--- src/rtl/mmul_mac_ctrl_pkg.sv ---
// Shared types and sizing helpers for the matrix-multiply MAC sequencer.
// Holds the FSM state encoding and the result/data widths.
package mmul_pkg;

  typedef enum logic [2:0] {
    S_IDLE,
    S_FEED,
    S_WAIT,
    S_WRITE,
    S_DONE
  } state_e;

  localparam int MAC_RESULT_W = 32;
  localparam int DATA_W       = 8;

  function automatic int cw(input int n);
    return (n <= 1) ? 1 : $clog2(n);
  endfunction

  // Address width needed to reach the largest of the three buffers.
  function automatic int req_aw(
    input int m,
    input int n,
    input int k
  );
    int mx;
    mx = m * k;
    if (k * n > mx) mx = k * n;
    if (m * n > mx) mx = m * n;
    return cw(mx);
  endfunction

endpackage

--- src/rtl/mmul_mac_ctrl_idx_gen.sv ---
// Loop counters i/j/k and strength-reduced base addresses for A, B and C.
// Bases step by K (A rows, B columns) and by 1 (C), so no multipliers.
module mmul_idx_gen
  import mmul_pkg::*;
#(
  parameter int DIM_M = 4,
  parameter int DIM_N = 4,
  parameter int DIM_K = 8,
  parameter int AW    = 8
) (
  input  logic          clk_i,
  input  logic          rst_i,
  input  logic          clr_i,
  input  logic          k_inc_i,
  input  logic          ij_inc_i,
  output logic          k_first_o,
  output logic          k_last_o,
  output logic          j_last_o,
  output logic          i_last_o,
  output logic [AW-1:0] a_addr_o,
  output logic [AW-1:0] b_addr_o,
  output logic [AW-1:0] c_addr_o
);

  localparam int KW = cw(DIM_K);
  localparam int IW = cw(DIM_M);
  localparam int JW = cw(DIM_N);

  localparam logic [AW-1:0] K_STEP = AW'(DIM_K);

  logic [KW-1:0] k_q, k_d;
  logic [IW-1:0] i_q, i_d;
  logic [JW-1:0] j_q, j_d;
  logic [AW-1:0] a_base_q, a_base_d;
  logic [AW-1:0] b_base_q, b_base_d;
  logic [AW-1:0] c_q, c_d;

  assign k_first_o = (k_q == '0);
  assign k_last_o  = (k_q == KW'(DIM_K - 1));
  assign j_last_o  = (j_q == JW'(DIM_N - 1));
  assign i_last_o  = (i_q == IW'(DIM_M - 1));

  assign a_addr_o = a_base_q + AW'(k_q);
  assign b_addr_o = b_base_q + AW'(k_q);
  assign c_addr_o = c_q;

  always_comb begin
    k_d      = k_q;
    i_d      = i_q;
    j_d      = j_q;
    a_base_d = a_base_q;
    b_base_d = b_base_q;
    c_d      = c_q;
    if (clr_i) begin
      k_d      = '0;
      i_d      = '0;
      j_d      = '0;
      a_base_d = '0;
      b_base_d = '0;
      c_d      = '0;
    end else begin
      if (k_inc_i) begin
        k_d = k_last_o ? '0 : k_q + KW'(1);
      end
      if (ij_inc_i) begin
        c_d = c_q + AW'(1);
        if (j_last_o) begin
          j_d      = '0;
          b_base_d = '0;
          if (!i_last_o) begin
            i_d      = i_q + IW'(1);
            a_base_d = a_base_q + K_STEP;
          end
        end else begin
          j_d      = j_q + JW'(1);
          b_base_d = b_base_q + K_STEP;
        end
      end
    end
  end

  always_ff @(posedge clk_i) begin
    if (rst_i) begin
      k_q      <= '0;
      i_q      <= '0;
      j_q      <= '0;
      a_base_q <= '0;
      b_base_q <= '0;
      c_q      <= '0;
    end else begin
      k_q      <= k_d;
      i_q      <= i_d;
      j_q      <= j_d;
      a_base_q <= a_base_d;
      b_base_q <= b_base_d;
      c_q      <= c_d;
    end
  end

endmodule

--- src/rtl/mmul_mac_ctrl.sv ---
// M x N x K matrix-multiply sequencer driving one MAC and the A/B/C buffers.
// Optional MMUL_MAC_CTRL_PERF_EN adds busy-cycle and stall counters.
module mmul_mac_ctrl
  import mmul_pkg::*;
#(
  parameter int DIM_M     = 4,
  parameter int DIM_N     = 4,
  parameter int DIM_K     = 8,
  parameter int AW        = 8,
  parameter int MAC_LAT   = 3,
  parameter int TO_MARGIN = 4
) (
  input  logic                    clk_i,
  input  logic                    rst_i,
  input  logic                    start_i,
  output logic                    busy_o,
  output logic                    done_o,
  output logic                    error_o,
  output logic [AW-1:0]           a_addr_o,
  output logic [AW-1:0]           b_addr_o,
  output logic                    rd_en_o,
  output logic                    mac_en_o,
  output logic                    mac_clr_o,
  output logic                    mac_valid_o,
  input  logic                    mac_valid_i,
  input  logic [MAC_RESULT_W-1:0] mac_result_i,
  output logic                    c_wr_en_o,
  output logic [AW-1:0]           c_addr_o,
  output logic [MAC_RESULT_W-1:0] c_data_o
`ifdef MMUL_MAC_CTRL_PERF_EN
  ,
  output logic [31:0]             cycle_cnt_o,
  output logic [15:0]             stall_cnt_o
`endif
);

  localparam int TO_LIM = MAC_LAT + TO_MARGIN;
  localparam int WCW    = cw(TO_LIM + 2);

  localparam logic [WCW-1:0] WAIT_END = WCW'(TO_LIM);
  localparam logic [WCW-1:0] STALL_TH = WCW'(MAC_LAT + 1);

  state_e state_q, state_d;

  logic [WCW-1:0]          wait_q, wait_d;
  logic [MAC_RESULT_W-1:0] result_q, result_d;
  logic                    error_q, error_d;
  logic                    en_q, en_d;
  logic                    clr_q, clr_d;
  logic                    vld_q, vld_d;

  logic          start_acc;
  logic          wait_hit;
  logic          k_first;
  logic          k_last;
  logic          j_last;
  logic          i_last;
  logic [AW-1:0] a_addr;
  logic [AW-1:0] b_addr;
  logic [AW-1:0] c_addr;

  assign start_acc = (state_q == S_IDLE) && start_i;
  assign wait_hit  = (wait_q == WAIT_END);

  mmul_idx_gen #(
    .DIM_M (DIM_M),
    .DIM_N (DIM_N),
    .DIM_K (DIM_K),
    .AW    (AW)
  ) u_idx (
    .clk_i     (clk_i),
    .rst_i     (rst_i),
    .clr_i     (start_acc),
    .k_inc_i   (rd_en_o),
    .ij_inc_i  (c_wr_en_o),
    .k_first_o (k_first),
    .k_last_o  (k_last),
    .j_last_o  (j_last),
    .i_last_o  (i_last),
    .a_addr_o  (a_addr),
    .b_addr_o  (b_addr),
    .c_addr_o  (c_addr)
  );

  always_ff @(posedge clk_i) begin
    if (rst_i) state_q <= S_IDLE;
    else       state_q <= state_d;
  end

  always_comb begin
    state_d = state_q;
    unique case (state_q)
      S_IDLE:  if (start_i) state_d = S_FEED;
      S_FEED:  if (k_last) state_d = S_WAIT;
      S_WAIT: begin
        if (mac_valid_i)   state_d = S_WRITE;
        else if (wait_hit) state_d = S_DONE;
      end
      S_WRITE: state_d = (j_last && i_last) ? S_DONE : S_FEED;
      S_DONE:  state_d = S_IDLE;
      default: state_d = S_IDLE;
    endcase
  end

  always_comb begin
    busy_o      = (state_q != S_IDLE);
    done_o      = (state_q == S_DONE);
    rd_en_o     = (state_q == S_FEED);
    c_wr_en_o   = (state_q == S_WRITE);
    mac_en_o    = en_q || (state_q == S_WAIT);
    mac_clr_o   = clr_q;
    mac_valid_o = vld_q;
    error_o     = error_q;
    a_addr_o    = rd_en_o ? a_addr : '0;
    b_addr_o    = rd_en_o ? b_addr : '0;
    c_addr_o    = c_wr_en_o ? c_addr : '0;
    c_data_o    = c_wr_en_o ? result_q : '0;
  end

  // Controls lag the read by one cycle to line up with BRAM data.
  always_comb begin
    en_d     = rd_en_o;
    clr_d    = rd_en_o && k_first;
    vld_d    = rd_en_o && k_last;
    wait_d   = (state_q == S_WAIT) ? wait_q + WCW'(1) : '0;
    result_d = result_q;
    error_d  = error_q;
    if (state_q == S_WAIT && mac_valid_i) result_d = mac_result_i;
    if (start_acc) begin
      error_d = 1'b0;
    end else if (state_q == S_WAIT && !mac_valid_i && wait_hit) begin
      error_d = 1'b1;
    end
  end

  always_ff @(posedge clk_i) begin
    if (rst_i) begin
      wait_q   <= '0;
      result_q <= '0;
      error_q  <= 1'b0;
      en_q     <= 1'b0;
      clr_q    <= 1'b0;
      vld_q    <= 1'b0;
    end else begin
      wait_q   <= wait_d;
      result_q <= result_d;
      error_q  <= error_d;
      en_q     <= en_d;
      clr_q    <= clr_d;
      vld_q    <= vld_d;
    end
  end

`ifdef MMUL_MAC_CTRL_PERF_EN
  logic [31:0] cyc_q, cyc_d;
  logic [15:0] stall_q, stall_d;

  always_comb begin
    cyc_d   = cyc_q;
    stall_d = stall_q;
    if (start_acc) begin
      cyc_d   = '0;
      stall_d = '0;
    end else begin
      if (busy_o && cyc_q != '1) cyc_d = cyc_q + 32'd1;
      if (state_q == S_WAIT && wait_q >= STALL_TH && stall_q != '1) begin
        stall_d = stall_q + 16'd1;
      end
    end
  end

  always_ff @(posedge clk_i) begin
    if (rst_i) begin
      cyc_q   <= '0;
      stall_q <= '0;
    end else begin
      cyc_q   <= cyc_d;
      stall_q <= stall_d;
    end
  end

  assign cycle_cnt_o = cyc_q;
  assign stall_cnt_o = stall_q;
`endif

endmodule

--- config.mk ---
export PLATFORM = sky130hd
export DESIGN_NAME = mmul_mac_ctrl
export DESIGN_NICKNAME = d
export VERILOG_FILES = /design/src/rtl/mmul_mac_ctrl_pkg.sv /design/src/rtl/mmul_mac_ctrl_idx_gen.sv /design/src/rtl/mmul_mac_ctrl.sv
export SDC_FILE = /design/constraint.sdc
export NUM_CORES = 1
export LEC_CHECK = 0
export ABC_AREA = 1
export CAP_MARGIN = 15
export CORE_MARGIN = 10
export CORE_UTILIZATION = 40
export DETAILED_ROUTE_END_ITERATION = 8
export PLACE_DENSITY = 0.71
export SLEW_MARGIN = 10
export SYNTH_ARGS = -nofsm -noshare
export SYNTH_HDL_FRONTEND = slang
export SYNTH_SLANG_ARGS = --single-unit
--- constraint.sdc ---
create_clock -name clk_i -period 1.7 [get_ports clk_i]
set_clock_uncertainty 0.2 [all_clocks]
set_input_delay 0.34 -clock clk_i [delete_from_list [all_inputs] [get_ports clk_i]]
set_output_delay 0.34 -clock clk_i [all_outputs]
set_load 0.01 [all_outputs]
==> results.sh <==
export IMPL_fin_crit_ps=1870
export IMPL_wl_per_cell_um=13.2
export IMPL_cp_arrival_ps=1330
export IMPL_placed_area_mm2=0.00436
export IMPL_grt_pass1_wl_um=13900
export IMPL_ant_nets=0
export IMPL_grt_max_degree=36
export IMPL_relSlewSlack_pct=76.4
export IMPL_ios=100
export IMPL_cts_tree="done"
export IMPL_clock_sinks=68
export IMPL_cp_required_ps=1160
export IMPL_rows=32
export IMPL_yosys_warnings=0
export IMPL_dp_worst_setup_slack_ps=-299
export IMPL_syn_area_per_cell_um2=7.34
export IMPL_start_util_pct=40.8
export IMPL_peakVddDrop_uv=591
export IMPL_fmax_mhz=534
export IMPL_leakagePower_nw=1.98
export IMPL_syn2layout_area_growth_pct=47.8
export IMPL_num_vias=3127
export IMPL_antenna_found_initial=0
export IMPL_clock_path_buffers=2
export IMPL_grt_use_total_pct=14.6
export IMPL_worstReg2RegStart="state_q[0]"
export IMPL_holdWs_ps=250
export IMPL_coreArea_mm2=0.00765
export IMPL_final_nets=598
export IMPL_diodes=0
export IMPL_hpwlAfterDp_um=6350
export IMPL_clkTransAtPathRegs_ps=70
export IMPL_power_total_mw=5.33
export IMPL_post_route_util_pct=60.3
export IMPL_numCtsBuffers=9
export IMPL_dp_cells=635
export IMPL_crit_type="reg2out"
export IMPL_instances_no_fill=659
export IMPL_stdcell_area_mm2=0.00461
export IMPL_hold_buffers=0
export IMPL_drive_above_1_share_pct=29.3
export IMPL_final_seq_area_mm2=0.00137
export IMPL_h_tree_depth=3
export IMPL_violations="setup timing"
export IMPL_cts_root_buf="clkbuf_8"
export IMPL_tns_ps=-7870
export IMPL_final_common_cell="inv_1"
export IMPL_worstHoldStart="wait_q[0]"
export IMPL_wl_um=8690
export IMPL_die_y_um=108
export IMPL_maxCapViolations=0
export IMPL_drc=0
export IMPL_die_w_um=108
export IMPL_worst_slack_ps=-173
export IMPL_clock_latency_ps=340
export IMPL_die_area_mm2=0.0117
export IMPL_syn_nets=470
export IMPL_power_density_mw_per_mm2=1160
export IMPL_first_global_vias=3044
export IMPL_worstMarginPinSlew_ps=352
export IMPL_crit_start="state_q[2]"
export IMPL_netlist_area_mm2=0.00312
export IMPL_ys_types=32
export IMPL_finalHoldViolCount=0
export IMPL_worst_setup_path_end_kind="output port"
export IMPL_ys_ff_latch=68
export IMPL_fillCellCount=680
export IMPL_rsz0062_at_grt="true"
export IMPL_period_share_pct=110
export IMPL_status="complete, but fails checks"
export IMPL_syn_inst=425
export IMPL_final_cell_mix="inv_1 (67), dfxtp_1 (65), buf_2 (55)"
export IMPL_slew_viol_final=0
export IMPL_worstHoldPathType="reg2reg"
export IMPL_finalSetupViolCount=59
export IMPL_multi_input_area_mm2=0.00145
export IMPL_first_pass_iters=4
export IMPL_cp_max_fo=17
export IMPL_startpoint_type="register"
export IMPL_drt_iter0_drc=89
export IMPL_synth_seq_area_share_pct=43.7
export IMPL_viasPerCell=4.75
export IMPL_portBuffers=99
export IMPL_gr_total_overflow=0
export IMPL_place_congestion=0.863
==> cell usage after synthesis, drive strengths merged <==
cell type | n | area share [%]
nor2 | 81 | 10
ha | 9 | 3.6
or2 | 3 | 0.60
a211oi | 4 | 1.1
clkbuf | 4 | 0.48
inv | 70 | 8.4
nor3 | 7 | 1.5
nand3b | 1 | 0.36
clkinv | 1 | 0.12
nand3 | 12 | 1.9
a21oi | 50 | 8.0
nand4 | 5 | 1.0
a31oi | 2 | 0.40
o211ai | 1 | 0.24
and3 | 1 | 0.20
dfxtp | 68 | 44
nand2 | 45 | 5.6
xor2 | 2 | 0.56
o21ai | 41 | 7.1
buf | 18 | 4.7
==> report_power, final <==
group          switching [mW]  leakage (nW)  internal, mW
sequential             0.0806         0.553          1.82
clock                   0.604         0.129          1.12
combinational           0.920          1.30         0.789
total                    1.60          1.98          3.73
==> layer usage <==
metal / routed length [um] / track usage [%] / vias to the layer above / share of wire [%]
li1: - / - / 1599 / -
met3: 550 / 4.28 / 11 / 6.3
met5: 0 / 0 / - / 0
met2: 4270 / 25.6 / 80 / 49
met4: 103 / 5.27 / 0 / 1.2
met1: 3760 / 16.4 / 1437 / 43
==> path summary, 6_finish.rpt <==
| check | to | slack [ps] | depth (start not counted) |
|---|---|---|---|
| worst min-delay path | wait_q[0] | 250 | 1 |
| worst max register to register | u_idx.a_base_q[7] | 60 | 9 |
| worst max-delay path | c_data_o[15] | -170 | 5 |
| worst min register to register | wait_q[0] | 250 | 1 |
==> flip-flops by register name (all words and copies together) (netlist names), 2 cells and up <==
register	count
u_idx.c_addr_o	8
state_q	3
u_idx.i_q	2
u_idx.b_base_q	5
result_q	32
u_idx.a_base_q	5
u_idx.j_q	2
wait_q	4
u_idx.k_q	3
==> area by class of cell <==
type / count / area share [%]
Clock inverter: 6 / 2.99
Multi-Input combinational cell: 264 / 31.5
Inverter: 71 / 5.78
Timing Repair Buffer: 139 / 24.5
Sequential cell: 68 / 29.7
Tap cell: 102 / 2.77
Clock buffer: 9 / 2.69
==> critical path: stages, from the launching register on <==
cell     delay [ps]
dfxtp_4         360
nor2_4          130
nand2_4          90
buf_12          160
nor2_1          100
buf_2           150
==> kinds of logic after synthesis <==
family | after synthesis | share of synthesized area (%)
and+or+nand+nor | 155 | 21.5
AOI/OAI and AO/OA | 98 | 16.9
buffers and inverters | 93 | 13.8
DFF | 68 | 43.7
adders and majority gates | 9 | 3.61
xor gates and xnor gates | 2 | 0.562
==> repair_timing <==
action / 4_1_cts / 5_1_grt
endpoints found under the setup margin: 72 / 91
setup buffers: 6 / 3
gates cloned: 0 / 1
pin swaps: 2 / 5
endpoints found under the hold margin: 0 / 0
resized for setup: 282 / 29
Power figures use the tool's default switching activity.
